[src/rtl/fetch_ctrl.sv]
// fetch_ctrl: instruction-fetch controller for a 5-stage pipeline.
// Issues single outstanding fetch requests to instruction memory, absorbs
// memory wait states, redirects the PC on taken branches/jumps, and buffers
// a returned instruction while a load-use hazard stalls Decode.
//
// Ports:
//   clk, reset              clock, synchronous active-high reset
//   PCSrcE, PCTargetE       taken redirect from Execute and its target
//   Rs1D, Rs2D              Decode source registers
//   RdE, ResultSrcE0        Execute destination register, Execute is a load
//   ImemReady, ImemRdata    instruction memory response valid / word
//   ImemReq                 fetch request (address is PCF, held by StallF)
//   StallF, StallD          PC / IF-ID register stalls
//   FlushD, FlushE          IF-ID / ID-EX register flushes
//   PCRedirF, PCTargetF     PC load enable and value
//   InstrF                  word presented to the IF-ID register
//   WaitCount               saturating count of memory wait cycles
module fetch_ctrl (
    input  logic        clk,
    input  logic        reset,
    input  logic        PCSrcE,
    input  logic [31:0] PCTargetE,
    input  logic [4:0]  Rs1D,
    input  logic [4:0]  Rs2D,
    input  logic [4:0]  RdE,
    input  logic        ResultSrcE0,
    input  logic        ImemReady,
    input  logic [31:0] ImemRdata,
    output logic        ImemReq,
    output logic        StallF,
    output logic        StallD,
    output logic        FlushD,
    output logic        FlushE,
    output logic        PCRedirF,
    output logic [31:0] PCTargetF,
    output logic [31:0] InstrF,
    output logic [15:0] WaitCount
);

    typedef enum logic [1:0] {
        ST_RST,
        ST_FETCH,
        ST_HOLD,
        ST_DRAIN
    } state_t;

    state_t      state_q, state_d;
    logic [31:0] tgt_q, tgt_d;
    logic [31:0] buf_q, buf_d;
    logic [15:0] wait_count_q, wait_count_d;
    logic        load_use;

    assign WaitCount = wait_count_q;

    always_comb begin
        load_use  = ResultSrcE0 && (RdE != 5'd0) && ((Rs1D == RdE) || (Rs2D == RdE));

        state_d   = state_q;
        tgt_d     = tgt_q;
        buf_d     = buf_q;
        ImemReq   = 1'b0;
        StallF    = 1'b1;
        StallD    = 1'b0;
        FlushD    = 1'b0;
        FlushE    = 1'b0;
        PCRedirF  = 1'b0;
        PCTargetF = PCTargetE;
        InstrF    = ImemRdata;

        case (state_q)
            ST_RST: begin
                FlushD  = 1'b1;
                FlushE  = 1'b1;
                state_d = ST_FETCH;
            end
            ST_FETCH: begin
                ImemReq = 1'b1;
                if (PCSrcE) begin
                    FlushD = 1'b1;
                    FlushE = 1'b1;
                    if (ImemReady) begin
                        PCRedirF = 1'b1;
                        StallF   = 1'b0;
                    end else begin
                        // Request still in flight: remember the target and
                        // let the stale response drain before redirecting.
                        tgt_d   = PCTargetE;
                        state_d = ST_DRAIN;
                    end
                end else if (load_use) begin
                    StallD = 1'b1;
                    FlushE = 1'b1;
                    if (ImemReady) begin
                        buf_d   = ImemRdata;
                        state_d = ST_HOLD;
                    end
                end else if (ImemReady) begin
                    StallF = 1'b0;
                end else begin
                    FlushD = 1'b1;
                end
            end
            ST_HOLD: begin
                InstrF = buf_q;
                if (PCSrcE) begin
                    PCRedirF = 1'b1;
                    StallF   = 1'b0;
                    FlushD   = 1'b1;
                    FlushE   = 1'b1;
                    state_d  = ST_FETCH;
                end else if (load_use) begin
                    StallD = 1'b1;
                    FlushE = 1'b1;
                end else begin
                    StallF  = 1'b0;
                    state_d = ST_FETCH;
                end
            end
            ST_DRAIN: begin
                ImemReq = 1'b1;
                FlushD  = 1'b1;
                if (ImemReady) begin
                    PCRedirF  = 1'b1;
                    PCTargetF = tgt_q;
                    StallF    = 1'b0;
                    state_d   = ST_FETCH;
                end
            end
            default: state_d = ST_RST;
        endcase

        wait_count_d = wait_count_q;
        if (ImemReq && !ImemReady && (wait_count_q != '1)) begin
            wait_count_d = wait_count_q + 16'd1;
        end
    end

    always_ff @(posedge clk) begin
        if (reset) begin
            state_q      <= ST_RST;
            tgt_q        <= '0;
            buf_q        <= '0;
            wait_count_q <= '0;
        end else begin
            state_q      <= state_d;
            tgt_q        <= tgt_d;
            buf_q        <= buf_d;
            wait_count_q <= wait_count_d;
        end
    end

endmodule

[config.mk]
export PLATFORM = sky130hd
export DESIGN_NAME = fetch_ctrl
export DESIGN_NICKNAME = d
export VERILOG_FILES = /design/src/rtl/fetch_ctrl.sv
export SDC_FILE = /design/constraint.sdc
export NUM_CORES = 1
export LEC_CHECK = 0
export CAP_MARGIN = 0
export CORE_MARGIN = 2
export CORE_UTILIZATION = 35
export DETAILED_ROUTE_END_ITERATION = 8
export PLACE_DENSITY = 0.67
export SETUP_SLACK_MARGIN = 0.2
export SLEW_MARGIN = 20
export SYNTH_ARGS = -nofsm -noshare
export SYNTH_HDL_FRONTEND = slang
export SYNTH_SLANG_ARGS = --single-unit
[constraint.sdc]
create_clock -name clk -period 2.4 [get_ports clk]
set_input_delay 0.48 -clock clk [delete_from_list [all_inputs] [get_ports clk]]
set_output_delay 0.48 -clock clk [all_outputs]
set_load 0.02 [all_outputs]
==> results of run 1 <==
-- synthesized netlist by cell type (2+ instances only) --
library cell / n / area share (%)
mux2i_1: 2 / 0.48
o21ai_0: 8 / 0.96
and2_1: 4 / 0.60
or4_1: 2 / 0.36
mux2_2: 65 / 18
or3_1: 2 / 0.30
xnor2_1: 9 / 1.9
o21bai_1: 2 / 0.36
xor2_1: 12 / 2.5
nand3_1: 5 / 0.60
nor2_1: 24 / 2.2
a21oi_1: 69 / 8.3
nand2_1: 139 / 13
nor3_1: 6 / 0.72
buf_1: 3 / 0.27
o31ai_1: 2 / 0.36
ha_1: 5 / 1.5
dfxtp_1: 82 / 40
inv_1: 9 / 0.81
nor4_1: 3 / 0.45
clkbuf_1: 24 / 2.2
buf_6: 3 / 0.81
-- layout make-up --
cell class              instances  area, sq um
fillers                       970         4370
repair buffers                222         2311
clock buffers                  11        242.7
multi-input cells             376         2648
diodes                          1        2.502
clock inverters                 5        77.57
flip-flops and latches         82         1649
well taps                     143        178.9
inverters                       9        36.28
-- power breakdown --
group	switching [mW]	leakage [nW]	internal, mW	total, mW
combinational	0.401	2.09	0.474	0.875
clock	0.550	0.156	0.937	1.49
sequential	0.0208	0.664	1.39	1.41
-- metal layers --
metal	share of wire, %	GRT usage (%)	up-vias
li1	-	-	2082
met1	41	22.69	2034
met2	51	33.49	121
met3	4.9	3.856	31
met4	3.3	9.350	0
met5	0	0	-
-- flip-flops by register name (all words and copies together) (netlist names) --
signal	cells
state_q	2
WaitCount	16
tgt_q	32
buf_q	32
-- logic make-up (layout without fill, tap and decap cells) --
family | after synthesis | in the layout
and+or+nand+nor | 196 | 196
AOI/OAI and AO/OA | 87 | 87
DFF | 82 | 82
muxes | 67 | 67
buffers and inverters | 40 | 247
xor gates and xnor gates | 21 | 21
adders and majority gates | 5 | 5
other | 0 | 1
-- what timing repair did --
action / CTS / global route
gates cloned: 2 / 7
endpoints found under the setup margin: 104 / 103
resized for setup: 339 / 169
setup buffers: 11 / 4
hold endpoints to repair: 0 / 0
pin swaps: 25 / 10
-- path summary, 6_finish.rpt --
path	end	slack, ns	startpoint
hold reg to reg	buf_q[2]	0.45	buf_q[2]
setup / recovery	StallF	-0.17	RdE[2]
hold / removal	buf_q[2]	0.45	buf_q[2]
setup reg to reg	WaitCount[12]	0.34	state_q[1]
-- per-stage QoR --
stage	instances	hold slack, ns
detailed placement	808	0.4433
global placement	808	0.4347
finish	849	0.4491
floorplan	498	0.4284
CTS	837	0.4522
global route	849	0.4677
-- critical path, stage by stage --
cell and delay [ns]:
buf_6 0.09, or4_4 0.54, o21ai_4 0.23, buf_6 0.13, o41ai_4 0.06, or3b_4 0.41, buf_6 0.14
==> impl_metrics.json, run 1 <==
{
  "synth_nets": 587,
  "io_pins": 170,
  "cellPowerDensity_nw_per_um2": 527.4,
  "synth_cell_types": 40,
  "grt_pass1_vias": 4122,
  "fmax_mhz": 389.7,
  "fin_util_pct": 62.05,
  "end_kind": "output pin",
  "cts_root_buf": "clkbuf_16",
  "finalSetupViolations": 3,
  "core_sq_um": 11520,
  "cts_max_level": 3,
  "gp_congestion": 0.8469,
  "wl_per_cell_um": 16.29,
  "die-area_sq_um": 12750,
  "yosysSeqAreaShare_pct": 39.55,
  "synth_top_family_by_area": "simple AND/OR/NAND/NOR gates",
  "syn_avg_cell_area_sq_um": 8.334,
  "clk_pin_slew_worst_paths_ns": 0.06,
  "synthArstFlopShare_pct": 0,
  "ant_nets": 0,
  "timing.setup.tns_ns": -0.3769,
  "ys_seq_elements": 82,
  "period_needed_ns": 2.566,
  "grt.total_usage_pct": 19.25,
  "antenna_found_initial": 1,
  "drive_gt1_share_pct": 35.04,
  "violations": "design-rule violations, negative setup slack",
  "numCtsBuffers": 9,
  "syn_inst": 498,
  "required_ns": 1.92,
  "dpl_cell_area_sq_um": 6147,
  "synth_edf_count": 0,
  "cp.arrival_ns": 2.09,
  "start_kind": "input pin",
  "final_area_sq_um": 7146,
  "dp_hpwl_um": 8738,
  "synthXorXnorAreaFrac_pct": 4.432,
  "reg2reg_depth": 7,
  "tightest_slew_ns": 0.5925,
  "maxSlewViolCount": 0,
  "syn_to_final_growth_pct": 72.17,
  "total_power_mw": 3.769,
  "rsz0062_at_grt": "true",
  "hold_viol": 0,
  "via_per_inst": 5.027,
  "die_w_um": 112.9,
  "hold_path_class": "reg2reg",
  "synthSimpleGateAreaFrac_pct": 20.62,
  "vias": 4268,
  "maxSlewHeadroom_pct": 60.26,
  "critPathKind": "in2out",
  "routed_wl_um": 13830,
  "grt_start_max_net_pins": 37,
  "place_ws_ns": -0.9623,
  "clock_sinks": 82,
  "portBuffers": 169,
  "syn_area_sq_um": 4150,
  "status": "finished with violations",
  "clk-insertion-delay-late_ns": 0.33,
  "hold_buffers": 0,
  "fin_nets": 789,
  "dr.pass1.iters": 7,
  "start_util_pct": 36.04,
  "synth_compound_area_share_pct": 11.52,
  "yosysWarnings": 0,
  "clockBufferDepth": 2,
  "hold_path_depth": 2,
  "drtIter0Drc": 207,
  "maxCapViolations": 0,
  "grt_pass1_wl_um": 19950,
  "clock_skew_ns": 0.008081,
  "die_h_um": 112.9,
  "final_cell_mix": "nand2_1 (135), dfxtp_1 (80), clkdlybuf4s50_1 (80)",
  "drc": 11,
  "rows": 39,
  "final_common_cell": "nand2_1",
  "vdd_ir_drop_max_v": 0.0003114,
  "synth.mux.area_fraction_pct": 18.12,
  "fin_ws_ns": -0.1664,
  "p_leak_nw": 2.906,
  "synth_top_flop_cell": "dfxtp_1",
  "path_max_fanout": 3,
  "cts_tree": "built",
  "period_share_pct": 106.9,
  "synthAdderAreaFrac_pct": 1.507,
  "grt_remaining_overflow": 0
}
No activity file was read; power rests on OpenSTA's default activity.
==> inputs of run 2 (changes only) <==
PLACE_DENSITY = unset   (was 0.67)
PLACE_DENSITY_LB_ADDON = 0.25   (was unset)
==> run 2 against run 1 <==
Design area shrank 3.7%. Final cell count shrank 1.5%. Utilization shrank 2.3 points. Largest cell class unchanged. Maximum frequency grew 0.96%. The flow still finishes with violations (design-rule violations, negative setup slack). Hold slack is essentially flat. Critical path type unchanged. Global-route usage shrank 0.87 points. First-iteration DRC count shrank 6.8%. Highest routed layer unchanged.
==> impl_metrics.json, run 2 (synthesis results as in run 1) <==
{
  "cts_tree": "built",
  "antenna_found_initial": 0,
  "path_max_fanout": 3,
  "fin_nets": 777,
  "start_kind": "input pin",
  "finalSetupViolations": 36,
  "rows": 39,
  "total_power_mw": 3.817,
  "portBuffers": 169,
  "hold_ws_ns": 0.4488,
  "start_util_pct": 36.04,
  "dp_cells": 807,
  "grt_pass1_vias": 4103,
  "fillCellCount": 1053,
  "reg2reg_from": "state_q[1]",
  "min_from": "buf_q[0]",
  "dr.pass1.iters": 6,
  "drc": 10,
  "clock_sinks": 82,
  "critPathMaxStageDelay_ns": 0.54,
  "fin_ws_ns": -0.1420,
  "clockBufferDepth": 2,
  "hold_path_class": "reg2reg",
  "syn_to_final_growth_pct": 65.75,
  "via_per_inst": 4.951,
  "grt_start_max_net_pins": 33,
  "gp_congestion": 0.8505,
  "vias": 4139,
  "hold_viol": 0,
  "io_pins": 170,
  "clk_pin_slew_worst_paths_ns": 0.06,
  "critPathKind": "in2out",
  "fmax_mhz": 393.4,
  "critPathLaunch": "RdE[3]",
  "grt.total_usage_pct": 18.38,
  "cts_root_buf": "clkbuf_16",
  "final_cells": 836,
  "diodes": 0,
  "path_common_cell": "buf_6",
  "cellPowerDensity_nw_per_um2": 554.9,
  "drtIter0Drc": 193,
  "grt_remaining_overflow": 0,
  "period_needed_ns": 2.542,
  "maxSlewHeadroom_pct": 54.35,
  "end_kind": "output pin",
  "vdd_ir_drop_max_v": 0.0003924,
  "numCtsBuffers": 9,
  "tightest_slew_ns": 0.6848,
  "grt_pass1_wl_um": 19320,
  "die-area_sq_um": 12750,
  "maxSlewViolCount": 0,
  "wl_per_cell_um": 15.21,
  "reg2reg_depth": 7,
  "critPathBufInv": 3,
  "period_share_pct": 105.9,
  "ant_nets": 0,
  "slowest_stage": "or4_4",
  "cp.arrival_ns": 2.06,
  "required_ns": 1.92,
  "crit_chain": "buf_6 -> or4_4 -> o21ai_4 -> buf_4 -> o41ai_4 -> or3b_4 -> buf_6",
  "die_w_um": 112.9,
  "dp_hpwl_um": 8629,
  "crit_family": "simple AND/OR/NAND/NOR gates",
  "worst-path-stages": 7,
  "clk-insertion-delay-late_ns": 0.33,
  "violations": "design-rule violations, negative setup slack",
  "die_h_um": 112.9,
  "p_leak_nw": 2.624,
  "core_sq_um": 11520,
  "final_cell_mix": "nand2_1 (126), clkdlybuf4s50_1 (82), dfxtp_1 (80)",
  "hold_path_depth": 2,
  "rsz0062_at_grt": "true",
  "cts_max_level": 3,
  "status": "finished with violations",
  "drive_gt1_share_pct": 30.59,
  "routed_wl_um": 12710,
  "final_common_cell": "nand2_1",
  "maxCapViolations": 0,
  "clock_skew_ns": 0.007204
}
## run 2: changes by cell type in the layout (fill, tap and decap cells not counted), moves of 9 or more
cell,before,now
dlygate4sd2_1,6,40
mux2_2,23,53
buf_6,54,28
nand2_1,135,126
mux2_4,42,12
buf_2,27,18
## run 2: report_power, final
| group | total (mW) | switching (mW) | internal (mW) |
|---|---|---|---|
| Sequential | 1.40 | 0.0178 | 1.39 |
| Clock | 1.61 | 0.534 | 1.07 |
| Combinational | 0.804 | 0.380 | 0.425 |
## run 2: final timing paths
path	slack, ns	to
setup reg to reg	0.37	WaitCount[14]
hold reg to reg	0.45	buf_q[0]
hold / removal	0.45	buf_q[0]
setup / recovery	-0.14	StallF
## run 2: layout make-up
class,instances,area [sq um],area share [%]
repair buffers,210,2087,30.34
well taps,143,178.9,2.601
clock buffers,12,256.5,3.729
clock inverters,4,97.59,1.419
multi-input cells,376,2576,37.45
flip-flops and latches,82,1647,23.94
inverters,9,36.28,0.5275
## run 2: stage by stage
| stage | setup TNS, ns | area (sq um) | setup WS (ns) | utilization (%) |
|---|---|---|---|---|
| 5_1_grt | -6.494 | 6879 | -0.1808 | 59.73 |
| 6_report | -2.851 | 6879 | -0.1420 | 59.73 |
| 2_1_floorplan | 0 | 4169 | 0.05795 | - |
| 3_5_place_dp | -26.60 | 6177 | -0.9299 | 53.64 |
| 4_1_cts | -3.224 | 6505 | -0.1229 | 56.49 |
| 3_3_place_gp | -24.22 | 6177 | -0.8900 | 53.64 |
## run 2: worst reg2reg max path, cell delays in order (launching register included)
cell,delay (ns)
dfxtp_2,0.34
inv_1,0.15
ha_4,0.20
buf_4,0.13
o21bai_1,0.11
or4b_4,0.56
or3_1,0.33
a21oi_1,0.14
## run 2: what timing repair did
action / in CTS / in global routing
resized for setup: 226 / 113
gates cloned: 1 / 4
pin swaps: 16 / 11
buffers inserted: 2 / 6
setup endpoints to repair: 103 / 90
hold buffers: 0 / 0
## run 2: layer usage
metal | up-vias | part of all wire [%] | track usage [%]
li1 | 2059 | - | -
met1 | 1960 | 41 | 21.02
met2 | 101 | 51 | 33.53
met3 | 19 | 6.0 | 4.713
met4 | 0 | 1.9 | 5.772
met5 | - | 0 | 0
